$ cat src/rtl/pe_pkg.sv
// rtl/pe_pkg.sv - shared widths, result entry type and helpers for the PE result path
package pe_pkg;

  localparam int TAG_W   = 4;
  localparam int NUM_ACC = 8;

  function automatic int data_w(input int int_bits, input int frac_bits);
    return int_bits + frac_bits;
  endfunction

  localparam int DATA_W = data_w(7, 9);

  typedef struct packed {
    logic [DATA_W-1:0] data;
    logic [TAG_W-1:0]  tag;
  } pe_result_t;

endpackage

$ cat src/rtl/pe_result_fifo.sv
// rtl/pe_result_fifo.sv - in-order synchronous FIFO of result entries with occupancy count
module pe_result_fifo
  import pe_pkg::*;
#(
  parameter int DEPTH = 8,
  parameter int WIDTH = $bits(pe_result_t)
) (
  input  logic                   clk,
  input  logic                   rst_n,
  input  logic                   push,
  input  logic [WIDTH-1:0]       wr_data,
  input  logic                   pop,
  output logic [WIDTH-1:0]       rd_data,
  output logic                   full,
  output logic                   empty,
  output logic [$clog2(DEPTH):0] count
);

  localparam int AW = $clog2(DEPTH);

  logic [WIDTH-1:0] mem [DEPTH];
  logic [AW:0]      wr_ptr;
  logic [AW:0]      rd_ptr;
  logic             do_push;
  logic             do_pop;

  // A push into a full FIFO is only legal when the head leaves in the same cycle.
  assign do_pop  = pop && !empty;
  assign do_push = push && (!full || do_pop);

  assign empty = (wr_ptr == rd_ptr);
  assign full  = (wr_ptr[AW] != rd_ptr[AW]) && (wr_ptr[AW-1:0] == rd_ptr[AW-1:0]);
  assign count = wr_ptr - rd_ptr;

  assign rd_data = empty ? '0 : mem[rd_ptr[AW-1:0]];

  always_ff @(posedge clk or negedge rst_n) begin
    if (!rst_n) begin
      wr_ptr <= '0;
      rd_ptr <= '0;
    end else begin
      if (do_push) wr_ptr <= wr_ptr + 1'b1;
      if (do_pop)  rd_ptr <= rd_ptr + 1'b1;
    end
  end

  always_ff @(posedge clk) begin
    if (do_push) mem[wr_ptr[AW-1:0]] <= wr_data;
  end

endmodule

$ cat src/rtl/pe_result_collector.sv
// rtl/pe_result_collector.sv - aligns PE results with their tags, buffers them and streams them out
module pe_result_collector
  import pe_pkg::*;
#(
  parameter int para_int_bits  = 7,
  parameter int para_frac_bits = 9,
  parameter int DEPTH          = 8,
  parameter int AFULL_MARGIN   = 3,
  localparam int W             = data_w(para_int_bits, para_frac_bits),
  localparam int CW            = $clog2(DEPTH) + 1
) (
  input  logic             clk,
  input  logic             rst_n,
  input  logic [W-1:0]     pe_data,
  input  logic             pe_valid,
  input  logic [TAG_W-1:0] pe_tag,
  output logic             keep_req,
  output logic [W-1:0]     out_data,
  output logic [TAG_W-1:0] out_tag,
  output logic             out_valid,
  input  logic             out_ready,
  output logic [CW-1:0]    count,
  output logic             ovf_err,
  output logic             tag_err
);

  typedef struct packed {
    logic [W-1:0]     data;
    logic [TAG_W-1:0] tag;
  } entry_t;

  logic             v_d;
  logic [TAG_W-1:0] tag_d;
  entry_t           wr_entry;
  entry_t           rd_entry;
  logic             full;
  logic             empty;
  logic             pop;
  logic             push_ok;
  logic [CW-1:0]    count_next;

  // The PE presents data one cycle after its strobe, so the tag is delayed to match.
  assign wr_entry = '{data: pe_data, tag: tag_d};

  assign out_valid  = !empty;
  assign pop        = out_valid && out_ready;
  assign push_ok    = v_d && (!full || pop);
  assign count_next = count + CW'(push_ok) - CW'(pop);

  assign out_data = rd_entry.data;
  assign out_tag  = rd_entry.tag;

  pe_result_fifo #(
    .DEPTH (DEPTH),
    .WIDTH ($bits(entry_t))
  ) u_fifo (
    .clk     (clk),
    .rst_n   (rst_n),
    .push    (push_ok),
    .wr_data (wr_entry),
    .pop     (pop),
    .rd_data (rd_entry),
    .full    (full),
    .empty   (empty),
    .count   (count)
  );

  // The margin absorbs results already launched by the PE before it sees keep_req.
  always_ff @(posedge clk or negedge rst_n) begin
    if (!rst_n) begin
      v_d      <= 1'b0;
      tag_d    <= '0;
      keep_req <= 1'b0;
      ovf_err  <= 1'b0;
      tag_err  <= 1'b0;
    end else begin
      v_d      <= pe_valid;
      tag_d    <= pe_tag;
      keep_req <= (CW'(DEPTH) - count_next) <= CW'(AFULL_MARGIN);
      if (v_d && !push_ok) ovf_err <= 1'b1;
      if (v_d && (tag_d > TAG_W'(NUM_ACC - 1))) tag_err <= 1'b1;
    end
  end

endmodule
$ cat config.mk
export PLATFORM = sky130hd
export DESIGN_NAME = pe_result_collector
export DESIGN_NICKNAME = d
export VERILOG_FILES = /design/src/rtl/pe_pkg.sv /design/src/rtl/pe_result_fifo.sv /design/src/rtl/pe_result_collector.sv
export SDC_FILE = /design/constraint.sdc
export NUM_CORES = 1
export LEC_CHECK = 0
export BUFFER_PORTS_ARGS = -buffer_cell sky130_fd_sc_hd__buf_2
export CORE_MARGIN = 2
export CORE_UTILIZATION = 50
export DETAILED_ROUTE_END_ITERATION = 8
export PLACE_DENSITY = 0.71
export SYNTH_ARGS = -nofsm -noshare
export SYNTH_HDL_FRONTEND = slang
export SYNTH_SLANG_ARGS = --single-unit
export TNS_END_PERCENT = 5
$ cat constraint.sdc
create_clock -name clk -period 3.8 [get_ports clk]
set_clock_uncertainty 0.2 [all_clocks]
set_input_delay 0.38 -clock clk [delete_from_list [all_inputs] [get_ports clk]]
set_output_delay 0.38 -clock clk [all_outputs]
set_load 0.02 [all_outputs]
==> results.txt, run 1 <==
Area share of the largest cell type after synthesis: 68.52%
Setup violators final: 0
Max Clk Rate: 303.8 MHz
Combinational share of power: 40.4%
First-pass GRT wire length: 20360 µm
Post-Place Cell Area: 7513 µm²
Peak supply drop: 0.8180 mV
Share of layout cells above drive strength 1: 22.25%
Flop pwr share: 36.0%
Final Max Tran Viols: 0
Vias in the first global route: 3764
Wire per inst: 20.33 µm
H-tree levels: 4
Syn_nets: 431
Synth Register Bits: 176
Largest net degree at the start of global routing: 52
Post-placement worst setup slack: 0.7161 ns
CP arrival: 2.71 ns
Via density: 5.607
# fillers: 1067
Footprint of the multi-input gates: 1700 µm²
Clock share of power: 23.6%
Hold Path Class: primary input to flip-flop
Top cells by area, synth: edfxtp_1, mux2i_1, dfrtp_1
I/O Pins: 52
Cell count after placement: 623
Clk pin slew, worst setup/hold paths: 0.06 ns
Drt drc: 0
DIE AREA: 14990 µm²
Unrepaired setup endpoints after global routing: false
Critical path type: flip-flop to output pin
Setup total negative slack: 0 ns
Leakage: 3.082 nW
Switching portion of total power: 36.83%
Port bufs: 51
Avg Inst Size Synth: 17.57 µm²
Final WS setup: 0.5085 ns
Outcome: complete, no violations
Vias: 3706
Commonest non-fill, non-tap cells in the layout: edfxtp_1, mux2i_1, buf_2
Slew at the pin closest to its max-slew limit: 1.022 ns
Initial antenna violation count: 0
Pwr/cell area: 881.9 nW/µm²
Int Power: 4.541 mW
Most common cell after layout, fill and taps aside: edfxtp_1
Synthesized area: 7012 µm²
Longest Clk Path Bufs: 2
Die width: 122.4 µm
Worst-path maximum fanout: 25
Required time of the critical path: 3.22 ns
CP Launch Type: flip-flop
Final Cycle Share: 86.62%
Site Rows: 43
Diode count: 0
Gpl congestion: 0.7795
Die height: 122.4 µm
Crit end category: output pin
Post-CTS Setup Inserts: 0
Seq. cell area: 5209 µm²
Core footprint: 13770 µm²
Gr ovfl total: 0
Sequential fraction of the synthesis area: 74.23%
Synth area leader: edfxtp_1
Drt first pass iters: 4
TritonCTS clock tree: built
Max-cap violations: 0
Detail Placement HPWL: 7436 µm
GRT Util Overall: 18.90%
Fin crit period: 3.292 ns
Iter 0 DRT Violations: 323
Post-Route WL: 13440 µm
NetSw: 2.648 mW
Root buf cell: clkbuf_16
Cells after synthesis: 399
Syn-to-layout area delta: 16.26%
Clock Latency Late Sink: 0.41 ns
Clk sinks: 176
Finished Cell Area: 8152 µm²
Initial Utilization: 50.91%
Synth cell types: 36
Hold Fails Final Rpt: 0
Slew Limit Headroom: 31.85%
Routed Antenna Nets: 0
NumNets Final: 500
Ys Warns: 0
Number of CTS-inserted buffers: 17
Fin cells: 661
## path summary, 6_finish.rpt
kind,endpoint,from,cells past startpoint,slack [ns]
max,out_data[13],u_fifo.wr_ptr[2],5,0.51
min,u_fifo.mem[1][18],pe_data[14],1,0.03
max reg2reg,keep_req,u_fifo.wr_ptr[2],11,0.69
min reg2reg,ovf_err,ovf_err,1,0.25
max in group asynchronous,u_fifo.rd_ptr[1],rst_n,2,2.86
min in group asynchronous,keep_req,rst_n,2,0.22
## layer usage
metal  vias up  part of all wire, %  track usage [%]
met5         -                    0                0
met4         0                  2.4            8.333
met3        20                  4.5            4.647
met2       109                   50            30.45
met1      1871                   43            24.48
li1       1706                    -                -
## synth_stat cells
| master | number |
|---|---|
| dfrtp_1 | 16 |
| a21oi_1 | 1 |
| nand3_1 | 3 |
| buf_1 | 1 |
| xor2_2 | 1 |
| or2_1 | 1 |
| nor3_1 | 4 |
| a22oi_1 | 20 |
| nand3b_1 | 2 |
| buf_2 | 4 |
| buf_6 | 3 |
| or2_0 | 1 |
| inv_1 | 7 |
| nand4_2 | 1 |
| fa_1 | 1 |
| edfxtp_1 | 160 |
| mux2_1 | 2 |
| and2_1 | 1 |
| clkbuf_1 | 8 |
| nand2_1 | 26 |
| nand2b_4 | 1 |
| o31ai_2 | 1 |
| a21o_1 | 2 |
| xnor2_2 | 1 |
| mux2i_1 | 81 |
| nor4_1 | 2 |
| xnor2_1 | 5 |
| nand4_1 | 1 |
| xor2_1 | 3 |
| buf_4 | 4 |
| nor2_1 | 4 |
| a221oi_1 | 20 |
| ha_1 | 7 |
| a31oi_1 | 1 |
| nor3_4 | 1 |
| nor2b_1 | 2 |
## flip-flops by register name, indices dropped and copies added (netlist names)
name and flops:
u_fifo.wr_ptr 4, tag_d 4, tag_err 1, u_fifo.rd_ptr 4, ovf_err 1, u_fifo.mem 160, keep_req 1, v_d 1
## through the flow
stage / hold slack [ns] / util, % / total power [mW]
floorplan: -0.1156 / - / 4.696
global placement: 0.1248 / 54.55 / 5.448
detailed placement: 0.1348 / 54.55 / 5.545
CTS: 0.006946 / 59.18 / 7.256
global route: 0.01641 / 59.18 / 7.589
finish: 0.02530 / 59.18 / 7.189
## kinds of logic (layout without fill, tap and decap cells)
logic type      Yosys count  in the layout  synth area share (%)
fa+ha+maj                 8              8                 1.535
compound gates           45             45                 5.193
simple gates             50             50                 3.640
xor+xnor                 10             10                 1.463
buf+inv                  27            109                 2.052
flops                   176            176                 74.23
mux                      83             83                 11.88
## power by group through the flow
stage               registers, mW  logic [mW]  clock network, mW
global placement             2.61        2.84                  0
floorplan                    2.61        2.09                  0
CTS                          2.59        2.94               1.72
global route                 2.62        3.17               1.80
finish                       2.59        2.90               1.69
detailed placement           2.63        2.91                  0
## final cells by class
type / count / area share [%]
clock inverter: 13 / 1.781
sequential: 176 / 63.90
tap: 180 / 2.763
multi-input combinational: 196 / 20.86
inverter: 7 / 0.3223
timing repair buffer: 70 / 5.065
clock buffer: 19 / 5.311
## timing repair
item,in CTS,in global routing
endpoints found under the setup margin,0,0
gates resized for setup,0,0
hold buffers,6,0
endpoints found under the hold margin,21,0
## critical path, stage by stage (launching register included)
cell	delay [ns]
dfrtp_1	0.49
ha_1	0.47
nand4_2	0.72
nand2_1	0.27
a221oi_1	0.10
buf_2	0.23
No activity file was read; power rests on OpenSTA's default activity.
==> run 2: changes to the inputs <==
--- a/config.mk
+++ b/config.mk
@@ -7,9 +7,9 @@
 export LEC_CHECK = 0
 export BUFFER_PORTS_ARGS = -buffer_cell sky130_fd_sc_hd__buf_2
 export CORE_MARGIN = 2
-export CORE_UTILIZATION = 50
+export CORE_UTILIZATION = 54
 export DETAILED_ROUTE_END_ITERATION = 8
-export PLACE_DENSITY = 0.71
+export PLACE_DENSITY = 0.76
 export SYNTH_ARGS = -nofsm -noshare
 export SYNTH_HDL_FRONTEND = slang
 export SYNTH_SLANG_ARGS = --single-unit
==> run 2 against run 1 <==
Net effect:
- non-clock buffer count is 1 lower
- count of clock-buffer cells in the layout down 1
- clock power up 3%
==> results.txt, run 2 (synthesis results as in run 1) <==
Slew Limit Headroom: 33.56%
Critical path type: flip-flop to output pin
CTS Hold Bufs: 6
Initial Utilization: 55.34%
Die height: 118.0 µm
Slew at the pin closest to its max-slew limit: 0.9965 ns
Post-CTS Setup Inserts: 0
Max-cap violations: 0
Clock share of power: 24.0%
Most common cell after layout, fill and taps aside: edfxtp_1
Setup violators final: 0
CP Launch Type: flip-flop
Post-placement worst setup slack: 0.6833 ns
NetSw: 2.669 mW
Max FFs per register: 160
Via density: 5.630
Switching portion of total power: 36.96%
Clock Latency Late Sink: 0.42 ns
Core footprint: 12670 µm²
Largest net degree at the start of global routing: 84
Leakage: 3.094 nW
Register-to-register setup slack: 0.66 ns
Post-CTS Resized: 0
Int Power: 4.553 mW
Max Clk Rate: 302.0 MHz
Drt drc: 0
TritonCTS clock tree: built
Gr ovfl total: 0
Post-Place Cell Area: 7508 µm²
Hold path endpoint: u_fifo.mem[0][12]
Pwr/cell area: 884.9 nW/µm²
Clk pin slew, worst setup/hold paths: 0.07 ns
Number of CTS-inserted buffers: 17
Peak supply drop: 0.8044 mV
Iter 0 DRT Violations: 327
Worst-path maximum fanout: 25
Final Cycle Share: 87.14%
NumNets Final: 499
Final WS setup: 0.4886 ns
Longest Clk Path Bufs: 2
Post-Route WL: 12720 µm
H-tree levels: 4
Final Max Tran Viols: 0
Unrepaired setup endpoints after global routing: false
Cell Chain, Critical Path: ha_1 -> nand4_2 -> nand2_1 -> a221oi_1 -> buf_2
Clk sinks: 176
Hold Fails Final Rpt: 0
Fin crit period: 3.311 ns
Share of layout cells above drive strength 1: 22.29%
Port bufs: 51
Routed Antenna Nets: 0
Wire per inst: 19.51 µm
Crit end category: output pin
Register-to-Register Path Depth: 11
Worst Path Buf+Inv: 1
GRT Util Overall: 19.30%
Outcome: complete, no violations
Drt first pass iters: 5
First-pass GRT wire length: 20120 µm
DIE AREA: 13910 µm²
CP arrival: 2.73 ns
Site Rows: 41
HP Start: pe_data[8]
Required time of the critical path: 3.22 ns
Hold Path Class: primary input to flip-flop
Combinational share of power: 40.1%
Vias: 3671
Top delay family on crit path: simple AND/OR/NAND/NOR gates
Flop pwr share: 35.9%
Crit path max-delay cell type: nand4_2
Diode count: 0
I/O Pins: 52
Detail Placement HPWL: 7183 µm
Reg2reg start: u_fifo.wr_ptr[2]
Hold path depth: 1
Die width: 118.0 µm
Initial antenna violation count: 0
Commonest non-fill, non-tap cells in the layout: edfxtp_1, mux2i_1, buf_2
CP max stage delay: 0.71 ns
# fillers: 902
Worst reg2reg path endpoint: keep_req
Vias in the first global route: 3685
Post-layout util: 64.41%
Gpl congestion: 0.7532
Root buf cell: clkbuf_16
Finished Cell Area: 8162 µm²
Syn-to-layout area delta: 16.40%
run 2: worst register-to-register path: cells and delay by family (launching register included):
kind	cells	cell delay, ns
and+or+nand+nor	5	1.24
adders and majority gates	3	0.82
muxes	1	0.13
xor gates and xnor gates	1	0.15
AOI/OAI and AO/OA	1	0.04
DFF	1	0.50
run 2: worst max-delay path by stage:
| stage | start | to | slack [ns] | cells past startpoint |
|---|---|---|---|---|
| CTS | u_fifo.wr_ptr[2] | out_data[14] | 0.46 | 5 |
| global route | u_fifo.wr_ptr[0] | out_data[8] | 0.31 | 6 |
| detailed placement | u_fifo.wr_ptr[2] | keep_req | 0.68 | 11 |
| floorplan | u_fifo.rd_ptr[1] | u_fifo.mem[1][0] | -0.30 | 7 |
| global placement | u_fifo.wr_ptr[2] | keep_req | 0.84 | 11 |
| finish | u_fifo.wr_ptr[2] | out_data[14] | 0.49 | 5 |
run 2: area by class of cell:
| type | count | area (µm²) | area share, % |
|---|---|---|---|
| clock inverters | 14 | 163.9 | 2.008 |
| inverters | 7 | 26.28 | 0.3219 |
| multi-input cells | 196 | 1700 | 20.83 |
| clock buffers | 18 | 429.2 | 5.258 |
| flip-flops and latches | 176 | 5209 | 63.82 |
| repair buffers | 69 | 417.9 | 5.120 |
| well taps | 172 | 215.2 | 2.637 |
run 2: per-layer routing:
| layer | vias up | global-route usage [%] | wire (µm) |
|---|---|---|---|
| met3 | 14 | 5.136 | 467 |
| met4 | 0 | 6.702 | 165 |
| met2 | 82 | 30.49 | 6214 |
| met1 | 1871 | 26.14 | 5874 |
| li1 | 1704 | - | - |
| met5 | - | 0 | 0 |
run 2: power by group through the flow:
stage / registers, mW / clock network (mW) / logic, mW
2_1_floorplan: 2.61 / 0 / 2.09
3_3_place_gp: 2.61 / 0 / 2.83
3_5_place_dp: 2.63 / 0 / 2.90
4_1_cts: 2.59 / 1.76 / 2.93
5_1_grt: 2.62 / 1.84 / 3.15
6_report: 2.59 / 1.74 / 2.89
run 2: per-stage QoR:
step	hold slack (ns)	instances	TNS [ns]	power, mW
after floorplan	-0.1156	399	-11.98	4.696
after global placement	0.1212	614	0	5.441
after detailed placement	0.1316	614	0	5.538
after CTS	0.01162	652	0	7.275
after global routing	0.02007	652	0	7.611
final	0.02687	652	0	7.222
